### src/rtl/mrv1_exec_wb_arb.sv
// ---------------------------------------------------------------------------
// mrv1_exec_wb_arb
//
// Purpose: collects results from NUM_FU_P functional units into small
// per-FU FIFOs and arbitrates them round-robin onto a single writeback port.
// Buffered results of one thread can be discarded with a flush.
//
// Ports:
//   clk_i, rst_i         clock, synchronous active-high reset
//   fu_done_i/fu_rdy_o   per-FU result push handshake
//   fu_res_data_i        per-FU result data, FU i at [i*DATA_WIDTH_P +: DATA_WIDTH_P]
//   fu_itag_i            per-FU itag, same packing
//   fu_tid_i             per-FU thread id, same packing
//   wb_vld_o/wb_rdy_i    writeback handshake
//   wb_data_o, wb_itag_o, wb_tid_o, wb_fu_o   writeback payload and source FU
//   flush_vld_i, flush_tid_i                  discard all entries of one thread
//   busy_o               any FIFO non-empty
//   overflow_o           sticky: an FU pushed while its FIFO was full
//
// Handshake semantics (both interfaces): a transfer happens on a rising edge
// where valid and ready are both 1. fu_rdy_o depends only on registered
// state. Once wb_vld_o is raised with a payload, that payload and wb_fu_o
// stay stable until the transfer, unless a flush invalidates the entry.
// ---------------------------------------------------------------------------
module mrv1_exec_wb_arb #(
    parameter int NUM_THREADS_P = 8,
    parameter int DATA_WIDTH_P  = 32,
    parameter int ITAG_WIDTH_P  = 3,
    parameter int NUM_FU_P      = 6,
    parameter int FIFO_DEPTH_P  = 2,
    localparam int tid_width_lp = $clog2(NUM_THREADS_P),
    localparam int fu_width_lp  = $clog2(NUM_FU_P)
) (
    input  logic                                 clk_i,
    input  logic                                 rst_i,
    input  logic [NUM_FU_P-1:0]                  fu_done_i,
    output logic [NUM_FU_P-1:0]                  fu_rdy_o,
    input  logic [NUM_FU_P*DATA_WIDTH_P-1:0]     fu_res_data_i,
    input  logic [NUM_FU_P*ITAG_WIDTH_P-1:0]     fu_itag_i,
    input  logic [NUM_FU_P*tid_width_lp-1:0]     fu_tid_i,
    output logic                                 wb_vld_o,
    input  logic                                 wb_rdy_i,
    output logic [DATA_WIDTH_P-1:0]              wb_data_o,
    output logic [ITAG_WIDTH_P-1:0]              wb_itag_o,
    output logic [tid_width_lp-1:0]              wb_tid_o,
    output logic [fu_width_lp-1:0]               wb_fu_o,
    input  logic                                 flush_vld_i,
    input  logic [tid_width_lp-1:0]              flush_tid_i,
    output logic                                 busy_o,
    output logic                                 overflow_o
);

    localparam int ptr_width_lp = (FIFO_DEPTH_P > 1) ? $clog2(FIFO_DEPTH_P) : 1;
    localparam int cnt_width_lp = $clog2(FIFO_DEPTH_P + 1);

    // Per-FU FIFO storage
    logic                      r_valid [NUM_FU_P][FIFO_DEPTH_P];
    logic [DATA_WIDTH_P-1:0]   r_data  [NUM_FU_P][FIFO_DEPTH_P];
    logic [ITAG_WIDTH_P-1:0]   r_itag  [NUM_FU_P][FIFO_DEPTH_P];
    logic [tid_width_lp-1:0]   r_tid   [NUM_FU_P][FIFO_DEPTH_P];
    logic [ptr_width_lp-1:0]   r_rptr  [NUM_FU_P];
    logic [ptr_width_lp-1:0]   r_wptr  [NUM_FU_P];
    logic [cnt_width_lp-1:0]   r_cnt   [NUM_FU_P];

    // Arbiter state
    logic [fu_width_lp-1:0]    r_rr_ptr;
    logic                      r_lock;
    logic [fu_width_lp-1:0]    r_lock_fu;
    logic                      r_overflow;

    logic [NUM_FU_P-1:0]       w_head_vld;
    logic [NUM_FU_P-1:0]       w_head_dead;
    logic [NUM_FU_P-1:0]       w_push;
    logic [NUM_FU_P-1:0]       w_pop;
    logic [fu_width_lp-1:0]    w_rr_grant;
    logic [fu_width_lp-1:0]    w_grant;
    logic [fu_width_lp-1:0]    w_rr_next;
    logic                      w_hs;

    // Head status and push qualification
    always_comb begin
        fu_rdy_o    = '0;
        w_head_vld  = '0;
        w_head_dead = '0;
        w_push      = '0;
        busy_o      = 1'b0;
        for (int i = 0; i < NUM_FU_P; i++) begin
            fu_rdy_o[i]    = (r_cnt[i] < cnt_width_lp'(FIFO_DEPTH_P));
            w_head_vld[i]  = (r_cnt[i] != '0) &&  r_valid[i][r_rptr[i]];
            // Flushed entries at the head are retired silently, one per cycle
            w_head_dead[i] = (r_cnt[i] != '0) && !r_valid[i][r_rptr[i]];
            // A push of the thread being flushed this cycle is simply dropped
            w_push[i]      = fu_done_i[i] && fu_rdy_o[i] &&
                             !(flush_vld_i &&
                               (fu_tid_i[i*tid_width_lp +: tid_width_lp] == flush_tid_i));
            busy_o         = busy_o | (r_cnt[i] != '0);
        end
    end

    // Round-robin search starting at r_rr_ptr, wrapping at NUM_FU_P
    always_comb begin
        int  j;
        logic found;
        j          = 0;
        found      = 1'b0;
        w_rr_grant = '0;
        for (int k = 0; k < NUM_FU_P; k++) begin
            j = int'(r_rr_ptr) + k;
            if (j >= NUM_FU_P) j = j - NUM_FU_P;
            if (!found && w_head_vld[j]) begin
                found      = 1'b1;
                w_rr_grant = fu_width_lp'(j);
            end
        end
    end

    // A stalled grant is held; the lock is only ever set on a valid head,
    // and that head cannot change until it is popped or the lock is dropped.
    assign w_grant  = r_lock ? r_lock_fu : w_rr_grant;
    assign wb_vld_o = |w_head_vld;
    assign wb_fu_o  = w_grant;
    assign w_hs     = wb_vld_o && wb_rdy_i;
    assign w_rr_next = (w_grant == fu_width_lp'(NUM_FU_P - 1)) ? '0
                                                                : w_grant + fu_width_lp'(1);

    always_comb begin
        wb_data_o = '0;
        wb_itag_o = '0;
        wb_tid_o  = '0;
        w_pop     = '0;
        for (int i = 0; i < NUM_FU_P; i++) begin
            if (i == int'(w_grant)) begin
                wb_data_o = r_data[i][r_rptr[i]];
                wb_itag_o = r_itag[i][r_rptr[i]];
                wb_tid_o  = r_tid[i][r_rptr[i]];
            end
            w_pop[i] = (w_hs && (i == int'(w_grant))) || w_head_dead[i];
        end
    end

    assign overflow_o = r_overflow;

    always_ff @(posedge clk_i) begin
        if (rst_i) begin
            for (int i = 0; i < NUM_FU_P; i++) begin
                r_cnt[i]  <= '0;
                r_rptr[i] <= '0;
                r_wptr[i] <= '0;
                for (int d = 0; d < FIFO_DEPTH_P; d++) begin
                    r_valid[i][d] <= 1'b0;
                end
            end
            r_rr_ptr   <= '0;
            r_lock     <= 1'b0;
            r_lock_fu  <= '0;
            r_overflow <= 1'b0;
        end else begin
            for (int i = 0; i < NUM_FU_P; i++) begin
                // Order matters: flush clear, then pop clear, then push set.
                // A push never targets the head slot of a non-empty FIFO.
                for (int d = 0; d < FIFO_DEPTH_P; d++) begin
                    if (flush_vld_i && (r_tid[i][d] == flush_tid_i)) begin
                        r_valid[i][d] <= 1'b0;
                    end
                end
                if (w_pop[i]) begin
                    r_valid[i][r_rptr[i]] <= 1'b0;
                    r_rptr[i]             <= r_rptr[i] + ptr_width_lp'(1);
                end
                if (w_push[i]) begin
                    r_valid[i][r_wptr[i]] <= 1'b1;
                    r_data[i][r_wptr[i]]  <= fu_res_data_i[i*DATA_WIDTH_P +: DATA_WIDTH_P];
                    r_itag[i][r_wptr[i]]  <= fu_itag_i[i*ITAG_WIDTH_P +: ITAG_WIDTH_P];
                    r_tid[i][r_wptr[i]]   <= fu_tid_i[i*tid_width_lp +: tid_width_lp];
                    r_wptr[i]             <= r_wptr[i] + ptr_width_lp'(1);
                end
                case ({w_push[i], w_pop[i]})
                    2'b10:   r_cnt[i] <= r_cnt[i] + cnt_width_lp'(1);
                    2'b01:   r_cnt[i] <= r_cnt[i] - cnt_width_lp'(1);
                    default: r_cnt[i] <= r_cnt[i];
                endcase
                if (fu_done_i[i] && !fu_rdy_o[i]) begin
                    r_overflow <= 1'b1;
                end
            end

            if (w_hs) begin
                r_rr_ptr <= w_rr_next;
                r_lock   <= 1'b0;
            end else if (wb_vld_o) begin
                // A flush hitting the stalled entry releases the grant
                if (flush_vld_i && (wb_tid_o == flush_tid_i)) begin
                    r_lock <= 1'b0;
                end else begin
                    r_lock    <= 1'b1;
                    r_lock_fu <= w_grant;
                end
            end else begin
                r_lock <= 1'b0;
            end
        end
    end

endmodule

### config.mk
export PLATFORM = sky130hd
export DESIGN_NAME = mrv1_exec_wb_arb
export DESIGN_NICKNAME = d
export VERILOG_FILES = /design/src/rtl/mrv1_exec_wb_arb.sv
export SDC_FILE = /design/constraint.sdc
export NUM_CORES = 1
export LEC_CHECK = 0
export ABC_AREA = 1
export CORE_MARGIN = 4
export CORE_UTILIZATION = 56
export DETAILED_ROUTE_END_ITERATION = 12
export PLACE_DENSITY_LB_ADDON = 0.1
export SKIP_CTS_REPAIR_TIMING = 1
export SYNTH_ARGS = -nofsm -noshare
export SYNTH_HDL_FRONTEND = slang
export SYNTH_SLANG_ARGS = --single-unit
export TNS_END_PERCENT = 100
### constraint.sdc
create_clock -name clk_i -period 6.5 [get_ports clk_i]
set_clock_uncertainty 0.1 [all_clocks]
set_input_delay 1.625 -clock clk_i [delete_from_list [all_inputs] [get_ports clk_i]]
set_output_delay 1.625 -clock clk_i [all_outputs]
set_load 0.01 [all_outputs]
==> results.toml <==
[die]
die_y_um = 207
die_area_um2 = 42800
row_count = 72
core_region_area_um2 = 38900
io_pins = 291
die_w_um = 207
initial_core_util_pct = 56.9

[critical_path]
end_kind = "output pin"
ff2ff_setup_slack_ps = 1940
r2r-end = "r_cnt[0][7]"
worstPathMaxFanout = 36
start_kind = "flop"
reg2reg_from = "r_rr_ptr[0]"
critPathKind = "flop to output pin"
rr_worst_depth = 29
slowest_stage = "o311ai_1"
slowest_delay_ps = 480
worstPathRequired_ps = 4780
path_common_cell = "nand2_2"
arrival_ps = 4580

[logic_synthesis]
ys_types = 53
syn_nets = 2130
yosysSeqAreaShare_pct = 67.4
synth_mux_area_share_pct = 1.58
synth_edf_count = 492
syn_avg_cell_area_um2 = 11.9
synth_top_family_by_area = "simple AND/OR/NAND/NOR gates"
synthArstFlopShare_pct = 0
synth-compound-area-share_pct = 11.2
synth_top_cell_area_share_pct = 66.7
synthSimpleGateAreaFrac_pct = 13.8
synth_area_leaders = "edfxtp_1 (67%), nor2_1 (4.1%), nand2_1 (3.8%)"
synth-xor-area-share_pct = 0.751
ys_warn_count = 0
ys_seq_elements = 500
syn_inst = 1862
synthAdderAreaFrac_pct = 1.53
synth_area_um2 = 22100
synth-main-ff-cell = "edfxtp_1"
yosysTopAreaCell = "edfxtp_1"

[drt]
via_per_inst = 5.84
vias = 16183
avgRoutedWirePerCell_um = 23.2
first_iter_violations = 1631
drt-pass1-iter-count = 5
drt_wl_total_um = 64300
drtAntennaViolNets = 0
drc = 0

[cts]
clockRootBuffer = "clkbuf_16"
clockBufferDepth = 3
numCtsBuffers = 52
clk_pin_slew_ps = 60
clkLatencyLatePin_ps = 590
clkSinkCount = 500
cts_max_level = 2
cts_tree = "done"

[cells_and_area]
area_delta_synth_final_pct = 27.3
nets = 2473
fin_util_pct = 72.4
final_common_cell = "edfxtp_1"
stdcell_count = 2772
layout-drive-gt1-share_pct = 16.1
final_cell_mix = "edfxtp_1 (492), clkdlybuf4s50_1 (252), nor2_1 (229), nand2_1 (206), o21ai_0 (110)"
finalInstanceArea_um2 = 28200

[sta]
fmax_mhz = 159
slew_headroom_pct = 45.3
worstMarginPinSlew_ps = 818
maxSlewViolCount = 0
hold_viol_final = 0
hold_slack_ps = 418
setup_viol = 0
period_needed_ps = 6310
finalCritPeriodShare_pct = 97.1
rsz0062_at_grt = "yes"

[placed_design]
place.detailed.hpwl_um = 44300
dp.cells = 2645
routabilityCongestion = 0.928
port_buffers = 290
placed_cell_area_um2 = 26000

[flow_run]
drv_cap = 0

[global_routing]
grt_pass1_wl_um = 93400
grt_pass1_vias = 16218
grt_max_degree = 42
antenna_found_initial = 16
grt_overflow = 0
grt_usage_pct = 29.2

[min_path]
min_to = "r_lock_fu[2]"
hold_start = "r_lock_fu[2]"
hp-class = "flop to flop"
hold_depth = 4

[status]
status = "completed"
worst max path at each step:
stage | startpoint | endpoint | slack, ps | cells after the start
finish | r_rr_ptr[0] | wb_data_o[21] | 190 | 28
detailed placement | r_rr_ptr[0] | wb_data_o[16] | 80 | 28
global placement | r_rr_ptr[0] | wb_data_o[16] | 130 | 29
CTS | r_rr_ptr[0] | wb_data_o[16] | -580 | 28
floorplan | flush_tid_i[2] | r_valid[2][1] | 740 | 6
global route | r_rr_ptr[0] | wb_itag_o[2] | -80 | 29
worst max-delay path: cells and delay by family, from the launching register on:
kind            cells  cell delay [ps]
simple gates       15             1530
fa+ha+maj           2              320
flops               1              330
compound gates      6             1180
buf+inv             5              610
kinds of logic after synthesis:
group | count (synthesis)
mux | 35
xor+xnor | 19
fa+ha+maj | 27
simple gates | 691
compound gates | 380
flops | 500
buf+inv | 210
layout make-up:
type / instances / area [um^2]
Tap cell: 518 / 648
Antenna cell: 8 / 20.0
Clock inverter: 25 / 158
Clock buffer: 70 / 1390
Sequential cell: 500 / 14900
Timing Repair Buffer: 387 / 3820
Multi-Input combinational cell: 1152 / 6800
Inverter: 112 / 425
Fill cell: 2725 / 10700
routing by layer:
metal / share of wire [%] / GRT usage, % / up-vias
li1: - / - / 7467
met1: 38 / 37.1 / 7900
met2: 50 / 50.0 / 667
met3: 7.5 / 6.11 / 131
met4: 3.6 / 10.5 / 18
met5: 0.18 / 0 / -
synth_stat cells (all sizes together), types with 3 or more instances:
library cell / number
nand3: 110
a31oi: 4
o311ai: 35
xnor2: 7
dfxtp: 8
o21ai: 150
edfxtp: 492
inv: 110
o21bai: 5
or2: 79
ha: 27
a2111oi: 6
nand4: 4
mux2i: 35
xor2: 12
a21oi: 40
a211oi: 4
clkbuf: 75
o31ai: 3
o211ai: 108
o22ai: 11
nand2: 232
nor3: 10
buf: 23
nor2: 249
a2111o: 8
flip-flops by register name (all words and copies together), names as in the netlist:
signal / flops
r_data: 384
r_itag: 36
r_tid: 36
r_cnt: 12
r_valid: 12
r_rptr: 6
r_wptr: 6
r_lock_fu: 3
r_rr_ptr: 3
overflow_o: 1
r_lock: 1
stage by stage:
stage	worst slack [ps]	TNS (ps)
after detailed placement	82.3	0
after CTS	-579	-16520
final	191	0
after global placement	133	0
after floorplan	743	0
after global routing	-77.9	-984
Power is not shown: default switching activity piles up to over one toggle a cycle in this logic, so the estimate is an artifact.
